<file path="config.mk">
export PLATFORM = sky130hd
export DESIGN_NAME = fifo_uart_tx
export DESIGN_NICKNAME = d
export VERILOG_FILES = /design/src/rtl/fifo_uart_tx.sv
export SDC_FILE = /design/constraint.sdc
export NUM_CORES = 1
export LEC_CHECK = 0
export CAP_MARGIN = 40
export CORE_ASPECT_RATIO = 0.8
export CORE_MARGIN = 2
export CORE_UTILIZATION = 54
export CTS_BUF_LIST = sky130_fd_sc_hd__clkbuf_4 sky130_fd_sc_hd__clkbuf_8 sky130_fd_sc_hd__clkbuf_16
export DETAILED_ROUTE_END_ITERATION = 10
export HOLD_SLACK_MARGIN = 0.1
export PLACE_DENSITY = 0.78
export SYNTH_ARGS = -nofsm -noshare
export SYNTH_HDL_FRONTEND = slang
export SYNTH_SLANG_ARGS = --single-unit
</file>
<file path="constraint.sdc">
create_clock -name i_Clock -period 3.9 [get_ports i_Clock]
set_input_delay 0.39 -clock i_Clock [delete_from_list [all_inputs] [get_ports i_Clock]]
set_output_delay 0.39 -clock i_Clock [all_outputs]
set_load 0.02 [all_outputs]
</file>
<file path="src/rtl/fifo_uart_tx.sv">
// fifo_uart_tx: drains a registered-output synchronous FIFO and serializes each byte as UART 8N1, LSB first.
// Latency: start bit begins 3 cycles after the FIFO goes non-empty; frame period 10*CLKS_PER_BIT+3 cycles (11* with parity).
// Backpressure: one FIFO read per frame, issued only from IDLE with empty low; i_Tx_Enable low holds off new frames but never truncates one.
//
// Optional feature: define UART_TX_PARITY_EN to send an even-parity bit between bit 7 and the stop bit (8E1).
//
// Ports:
//   i_Clock        system clock, rising edge
//   i_Reset        asynchronous active-low reset
//   i_Tx_Enable    allow new frames to start
//   i_Fifo_Empty   FIFO empty flag (registered in the FIFO)
//   i_Fifo_Data    FIFO read data, valid the cycle after o_Fifo_Read_En
//   o_Fifo_Read_En FIFO read enable, one cycle per frame
//   o_Tx_Serial    UART line, idle high
//   o_Tx_Active    high from FETCH through the end of STOP
//   o_Tx_Done      one-cycle pulse in the last cycle of the stop bit

module fifo_uart_tx #(
    parameter int CLKS_PER_BIT = 208
) (
    input  logic       i_Clock,
    input  logic       i_Reset,
    input  logic       i_Tx_Enable,
    input  logic       i_Fifo_Empty,
    input  logic [7:0] i_Fifo_Data,
    output logic       o_Fifo_Read_En,
    output logic       o_Tx_Serial,
    output logic       o_Tx_Active,
    output logic       o_Tx_Done
);

    localparam int            CW       = (CLKS_PER_BIT > 1) ? $clog2(CLKS_PER_BIT) : 1;
    localparam logic [CW-1:0] LAST_CNT = CW'(CLKS_PER_BIT - 1);
    localparam logic [CW-1:0] DONE_CNT = CW'(CLKS_PER_BIT - 2);

    typedef enum logic [2:0] {
        S_IDLE,
        S_FETCH,
        S_LOAD,
        S_START,
        S_DATA,
`ifdef UART_TX_PARITY_EN
        S_PARITY,
`endif
        S_STOP
    } state_t;

    state_t        r_State;
    logic [CW-1:0] r_Clk_Cnt;
    logic [2:0]    r_Bit_Idx;
    logic [7:0]    r_Shift;
`ifdef UART_TX_PARITY_EN
    logic          r_Parity;
`endif

    logic w_Bit_End;

    assign w_Bit_End = (r_Clk_Cnt == LAST_CNT);

    // The line value for the next bit is registered on the same edge that
    // enters the state carrying it, so o_Tx_Serial changes exactly at bit
    // boundaries without any combinational path from the inputs.
    always_ff @(posedge i_Clock or negedge i_Reset) begin
        if (!i_Reset) begin
            r_State        <= S_IDLE;
            r_Clk_Cnt      <= '0;
            r_Bit_Idx      <= '0;
            r_Shift        <= '0;
`ifdef UART_TX_PARITY_EN
            r_Parity       <= 1'b0;
`endif
            o_Fifo_Read_En <= 1'b0;
            o_Tx_Serial    <= 1'b1;
            o_Tx_Active    <= 1'b0;
            o_Tx_Done      <= 1'b0;
        end else begin
            o_Fifo_Read_En <= 1'b0;
            o_Tx_Done      <= 1'b0;

            case (r_State)
                S_IDLE: begin
                    r_Clk_Cnt   <= '0;
                    o_Tx_Serial <= 1'b1;
                    // Empty is only looked at here, so a read is never issued
                    // against an empty FIFO.
                    if (i_Tx_Enable && !i_Fifo_Empty) begin
                        r_State        <= S_FETCH;
                        o_Fifo_Read_En <= 1'b1;
                        o_Tx_Active    <= 1'b1;
                    end
                end

                S_FETCH: begin
                    r_Clk_Cnt <= '0;
                    r_State   <= S_LOAD;
                end

                S_LOAD: begin
                    // FIFO data is valid now, one cycle after the read enable.
                    r_Shift     <= i_Fifo_Data;
`ifdef UART_TX_PARITY_EN
                    r_Parity    <= 1'b0;
`endif
                    r_Clk_Cnt   <= '0;
                    r_Bit_Idx   <= '0;
                    r_State     <= S_START;
                    o_Tx_Serial <= 1'b0;
                end

                S_START: begin
                    if (w_Bit_End) begin
                        r_Clk_Cnt   <= '0;
                        r_State     <= S_DATA;
                        o_Tx_Serial <= r_Shift[0];
                    end else begin
                        r_Clk_Cnt <= r_Clk_Cnt + 1'b1;
                    end
                end

                S_DATA: begin
                    if (w_Bit_End) begin
                        r_Clk_Cnt <= '0;
                        r_Bit_Idx <= r_Bit_Idx + 3'd1;
                        r_Shift   <= {1'b0, r_Shift[7:1]};
`ifdef UART_TX_PARITY_EN
                        r_Parity  <= r_Parity ^ r_Shift[0];
`endif
                        if (r_Bit_Idx == 3'd7) begin
`ifdef UART_TX_PARITY_EN
                            // Fold in bit 7 here since the accumulator
                            // only updates on this same edge.
                            r_State     <= S_PARITY;
                            o_Tx_Serial <= r_Parity ^ r_Shift[0];
`else
                            r_State     <= S_STOP;
                            o_Tx_Serial <= 1'b1;
`endif
                        end else begin
                            o_Tx_Serial <= r_Shift[1];
                        end
                    end else begin
                        r_Clk_Cnt <= r_Clk_Cnt + 1'b1;
                    end
                end

`ifdef UART_TX_PARITY_EN
                S_PARITY: begin
                    if (w_Bit_End) begin
                        r_Clk_Cnt   <= '0;
                        r_State     <= S_STOP;
                        o_Tx_Serial <= 1'b1;
                    end else begin
                        r_Clk_Cnt <= r_Clk_Cnt + 1'b1;
                    end
                end
`endif

                S_STOP: begin
                    o_Tx_Serial <= 1'b1;
                    // Registered one cycle early so the pulse lands in the
                    // final stop-bit cycle.
                    o_Tx_Done   <= (r_Clk_Cnt == DONE_CNT);
                    if (w_Bit_End) begin
                        r_Clk_Cnt   <= '0;
                        r_State     <= S_IDLE;
                        o_Tx_Active <= 1'b0;
                    end else begin
                        r_Clk_Cnt <= r_Clk_Cnt + 1'b1;
                    end
                end

                default: begin
                    r_Clk_Cnt   <= '0;
                    r_State     <= S_IDLE;
                    o_Tx_Serial <= 1'b1;
                    o_Tx_Active <= 1'b0;
                end
            endcase
        end
    end

endmodule

</file>
# Yosys cells after proc, flatten, opt, wreduce, memory -nomap -nowiden
# Cells that the tools add are included.
# op_classes
addsub,2
n_eq_ne,13
mux,22
n_bitwise,2
n_reduce_logical,10
# op_table
operator,n
8-bit 2-to-1 mux,3
3-bit 2-to-1 mux,6
3-bit case mux with 6 select lines,1
8-bit equality test (second input constant),2
8-bit case mux with 2 select lines,1
2-bit inequality test (second input constant),5
3-bit equality test (second input constant),3
8-bit by 1-bit adder with 8-bit output (second input constant),1
1-bit 2-to-1 mux,8
3-bit by 2-bit equality test with 1-bit output (second input constant),2
3-bit case mux with 2 select lines,1
3-bit AND reduction,2
5-bit AND reduction,1
1-bit case mux with 4 select lines,1
4-bit OR reduction,1
3-bit by 1-bit adder with 3-bit output (second input constant),1
3-bit by 1-bit equality test with 1-bit output (second input constant),1
3-bit logical NOT,1
1-bit case mux with 3 select lines,1
3-bit OR reduction,1
1-bit inverter,2
2-bit AND reduction,1
2-bit nonzero test,1
1-bit logical AND,1
1-bit logical NOT,1
# word_totals
reg_bits,26
input_bits,12
output_inout_bits,4
word_cells,57

# Depth between registers and ports, before layout
# logic_depth
ltp_word,4
ltp_mapped,7
ltp_nobuf,5

# Least setup slack after synthesis
# Ideal clock, no wire load.
# synth_path
path_kind,register to register
from,reg r_Clk_Cnt[0]
to,reg r_State[0]
setup_ps,80
arrival_ps,1555
required_ps,3820
slack_ps,2266
path_stages_with_launch,8
n_path_buf,2
synth_period_minus_slack_ps,1634
path_cell_list,dfrtp_1 ha_1 and3_1 buf_2 and2_4 buf_6 mux2_2 o22ai_2
# synth_via
elab_chain_cells,3
elab_cells_between_ends,5
classes_between,eq/ne: 4; reduce/logical: 1
# synth_rtl
item,line_no,text
"start, declared",49,logic [CW-1:0] r_Clk_Cnt;
"start signal, assigned",116,r_Clk_Cnt <= r_Clk_Cnt + 1'b1;
"start signal, assigned",142,r_Clk_Cnt <= r_Clk_Cnt + 1'b1;
"start signal, assigned",168,r_Clk_Cnt <= r_Clk_Cnt + 1'b1;
8-bit equality test (*),58,assign w_Bit_End = (r_Clk_Cnt == LAST_CNT);
2-bit inequality test (no source line),-,
5-bit AND reduction (no source line) (*),-,
"end signal, assigned",65,r_State <= S_IDLE;
"end signal, assigned",87,r_State <= S_FETCH;
"end signal, assigned",95,r_State <= S_LOAD;
"end, declared",48,state_t r_State;
# Mark *: on every way between the ends. The rest lies on a longest branch, timed or not.
# A chain may end at the register's enable or synchronous reset.

# Worst setup path after layout
# layout_path
from,reg o_Tx_Serial
to,out o_Tx_Serial
# layout_lines
item,line_no,text
"start, declared",27,"output logic o_Tx_Serial,"
"start signal, assigned",114,o_Tx_Serial <= r_Shift[0];
"start signal, assigned",139,o_Tx_Serial <= r_Shift[1];
# No word-level cell between the ends.

==> metrics.md <==
| Metric | Value |
|---|---|
| Max Cap Viol | 0 |
| Vias in the first global route | 904 |
| #FFs+latches synth | 26 |
| Antenna cell count | 0 |
| Peak Freq | 533 MHz |
| Slew @ Worst Pin | 0.585 ns |
| Post-CTS Setup Bufs | 0 |
| CP top delay family | buffers and inverters |
| Sequential share of the synthesized area | 49.0% |
| Synthesized area per cell | 10.9 µm² |
| Share of the synthesized area in the top cell type | 47.0% |
| Warnings, synthesis | 0 |
| Initial Util | 55.8% |
| Worst EP required | 3.51 ns |
| Syn Inst Count | 122 |
| Sw Share | 20.8% |
| Detail Route Antenna Nets | 0 |
| Reg power frac | 64.9% |
| Internal | 0.000339 W |
| Status | complete, no violations |
| Setup TNS | 0 ns |
| Antenna violations before repair | 0 |
| Post-route setup slack | 2.03 ns |
| Post-synth ARST share | 100% |
| CTS tree | built |
| Cell Chain, Critical Path | clkdlybuf4s50_1 |
| WP buf/inv | 1 |
| Layout Utilization | 63.0% |
| Pwr/cell area | 285 nW/µm² |
| Clk root buf | clkbuf_4 |
| # IOs | 16 |
| # setup viols final | 0 |
| Netlist Area Pre-Place | 1330 µm² |
| Clock power frac | 28.3% |
| Nets | 153 |
| Pre-Repair DR Iteration Count | 4 |
| Hold WC Path Type | primary input to asynchronous set/reset pin |
| Count of cell types in the netlist | 39 |
| DP HPWL | 1700 µm |
| Comb pwr share | 6.8% |
| Wire length per cell | 13.6 µm |
| Switching power | 0.0000893 W |
| Worst path max stage delay | 0.60 ns |
| Layout overhead on the synthesized area | 12.8% |
| Final period util | 48.1% |
| Max H-tree Level | 1 |
| Die Y-Extent | 48.4 µm |
| Global router's overall resource usage | 18.0% |
| Remaining Overflow, GRT | 0 |
| Unrepaired setup endpoints after global routing | false |
| Placer Congestion | 0.744 |
| Final Cell Area | 1500 µm² |
| Storage cell area | 652 µm² |
| Biggest area consumer among synthesized cells | dfrtp_1 |
| Relative slew margins | 60.8% |
| Critical path arrival | 1.48 ns |
| Post-route DRC | 0 |
| Row cnt | 16 |
| Area of the multi-input gates | 604 µm² |
| Placed Area | 1470 µm² |
| Crit path kind | flip-flop to primary output |
| Vias per Instance | 5.63 |
| Worst skew pair latency | 0.31 ns |
| Leakage | 0.659 nW |
| Setup crit start kind | flip-flop |
| Post-Syn Nets | 138 |
| Inserted Clock Buffers | 3 |
| Max Root-Sink Buffers | 2 |
| Ys flop type | dfrtp_1 |
| Layout cells sized above 1 | 11.8% |
| R2r setup slk | 2.07 ns |
| Setup Skew | 0.00701 ns |
| Maximum VDD drop | 0.000231 V |
| Total wire length | 2210 µm |
| Pin count of the biggest net entering global routing | 19 |
| Post-CTS sizing | 0 |
| Die Wd | 59.5 µm |
| Count of input and output buffers | 15 |
| Dpl ws | 2.09 ns |
| Hold Buf Count CTS | 0 |
| Initial DRC count | 29 |
| Fillers | 192 |
| Final Hold Viols | 0 |
| Via Count | 918 |
| Worst path slowest cell | clkdlybuf4s50_1 |
| Clock sink total | 26 |
| Post-synth top cells | 25 x dfrtp_1, 13 x nand2_1, 11 x nor2_1 |
| CP Capture Type | primary output |
| Clock transition at path regs | 0.13 ns |
| Core area | 2380 µm² |
| Global-route wire length before repair | 4020 µm |
| Post-synth EDFFs | 0 |
| Fin crit period | 1.87 ns |
| Max-slew violation count | 0 |
| Top post-synthesis cells by area | dfrtp_1 47%, mux2i_1 6.0%, ha_1 3.8%, nand2_1 3.7%, nor2_1 3.1% |
| Total Power | 0.000428 W |
| Die area | 2880 µm² |
| CP max FO | 3 |
| Most common cell in the netlist | dfrtp_1 |
[flip-flops by register name, summed over array words and instances (netlist names)]
register and cells:
o_Tx_Serial 1, o_Tx_Active 1, r_Clk_Cnt 8, r_Shift 8, o_Tx_Done 1, r_Bit_Idx 3
r_State 3, o_Fifo_Read_En 1
[cells by family (layout without fill, tap and decap cells)]
kind of cell | Yosys count | count (layout) | share of synthesized area [%]
AO/OA/AOI/OAI | 24 | 24 | 13.9
multiplexers | 9 | 9 | 6.87
AND/OR/NAND/NOR | 42 | 42 | 16.9
buffers and inverters | 11 | 25 | 5.55
XOR/XNOR | 6 | 6 | 3.95
flip-flops | 26 | 26 | 49.0
adder cells (fa/ha/maj) | 4 | 4 | 3.76
[metal layers]
metal | routed length, µm | vias up | GRT usage [%]
li1 | - | 454 | -
met1 | 1080 | 440 | 26.3
met2 | 1020 | 20 | 27.7
met3 | 84 | 4 | 2.41
met4 | 30 | 0 | 5.68
met5 | 0 | - | 0
[final cells by class]
cell class                      instances  area share [%]
Tap cell                               27            2.25
Timing Repair Buffer                   17            11.0
Clock buffer                            4            2.00
Multi-Input combinational cell         85            40.3
Sequential cell                        26            43.5
Inverter                                4            1.00
[worst reg2reg max path, delay by kind of cell, from the launching register on]
| kind | cells | cell delay, ns |
|---|---|---|
| AOI/OAI and AO/OA | 1 | 0.09 |
| buffers and inverters | 1 | 0.27 |
| DFF | 1 | 0.57 |
| muxes | 1 | 0.20 |
| and+or+nand+nor | 1 | 0.57 |
[metrics by stage]
step                std cells  hold slack, ns
detailed placement        159           0.474
global placement          158           0.465
finish                    163           0.360
global route              163           0.386
floorplan                 122          0.0944
CTS                       163           0.377
[layout by cell type, fill, tap and decap left out, types with 2 or more instances in the layout]
cell type / n
mux2i_1: 8
buf_4: 2
inv_1: 4
o21ai_0: 8
xor2_1: 4
nand2_1: 13
nor2_1: 11
clkdlybuf4s50_1: 15
ha_1: 4
nor3b_2: 2
nand4_1: 2
a32o_1: 2
nand2b_1: 3
xnor2_1: 2
dfrtp_1: 25
a21oi_1: 3
clkbuf_4: 4
nand3_1: 3
[worst paths after layout]
check / startpoint / end / cells after the start
worst max register to register: r_State[2] / r_Shift[2] / 4
worst min-delay path: i_Reset / o_Tx_Done / 1
min in group i_Clock: r_Shift[4] / r_Shift[4] / 2
max in group asynchronous: i_Reset / o_Tx_Serial / 2
worst min register to register: r_Shift[4] / r_Shift[4] / 2
worst max-delay path: o_Tx_Serial / o_Tx_Serial / 1
[power groups by stage]
| stage | Clock, W | Combinational (W) | Sequential, W |
|---|---|---|---|
| after floorplan | 0 | 0.00000882 | 0.000283 |
| after global placement | 0 | 0.0000289 | 0.000283 |
| after detailed placement | 0 | 0.0000297 | 0.000283 |
| after CTS | 0.000124 | 0.0000299 | 0.000278 |
| after global routing | 0.000138 | 0.0000327 | 0.000279 |
| final | 0.000121 | 0.0000291 | 0.000278 |
(Power assumes the default switching activity.)
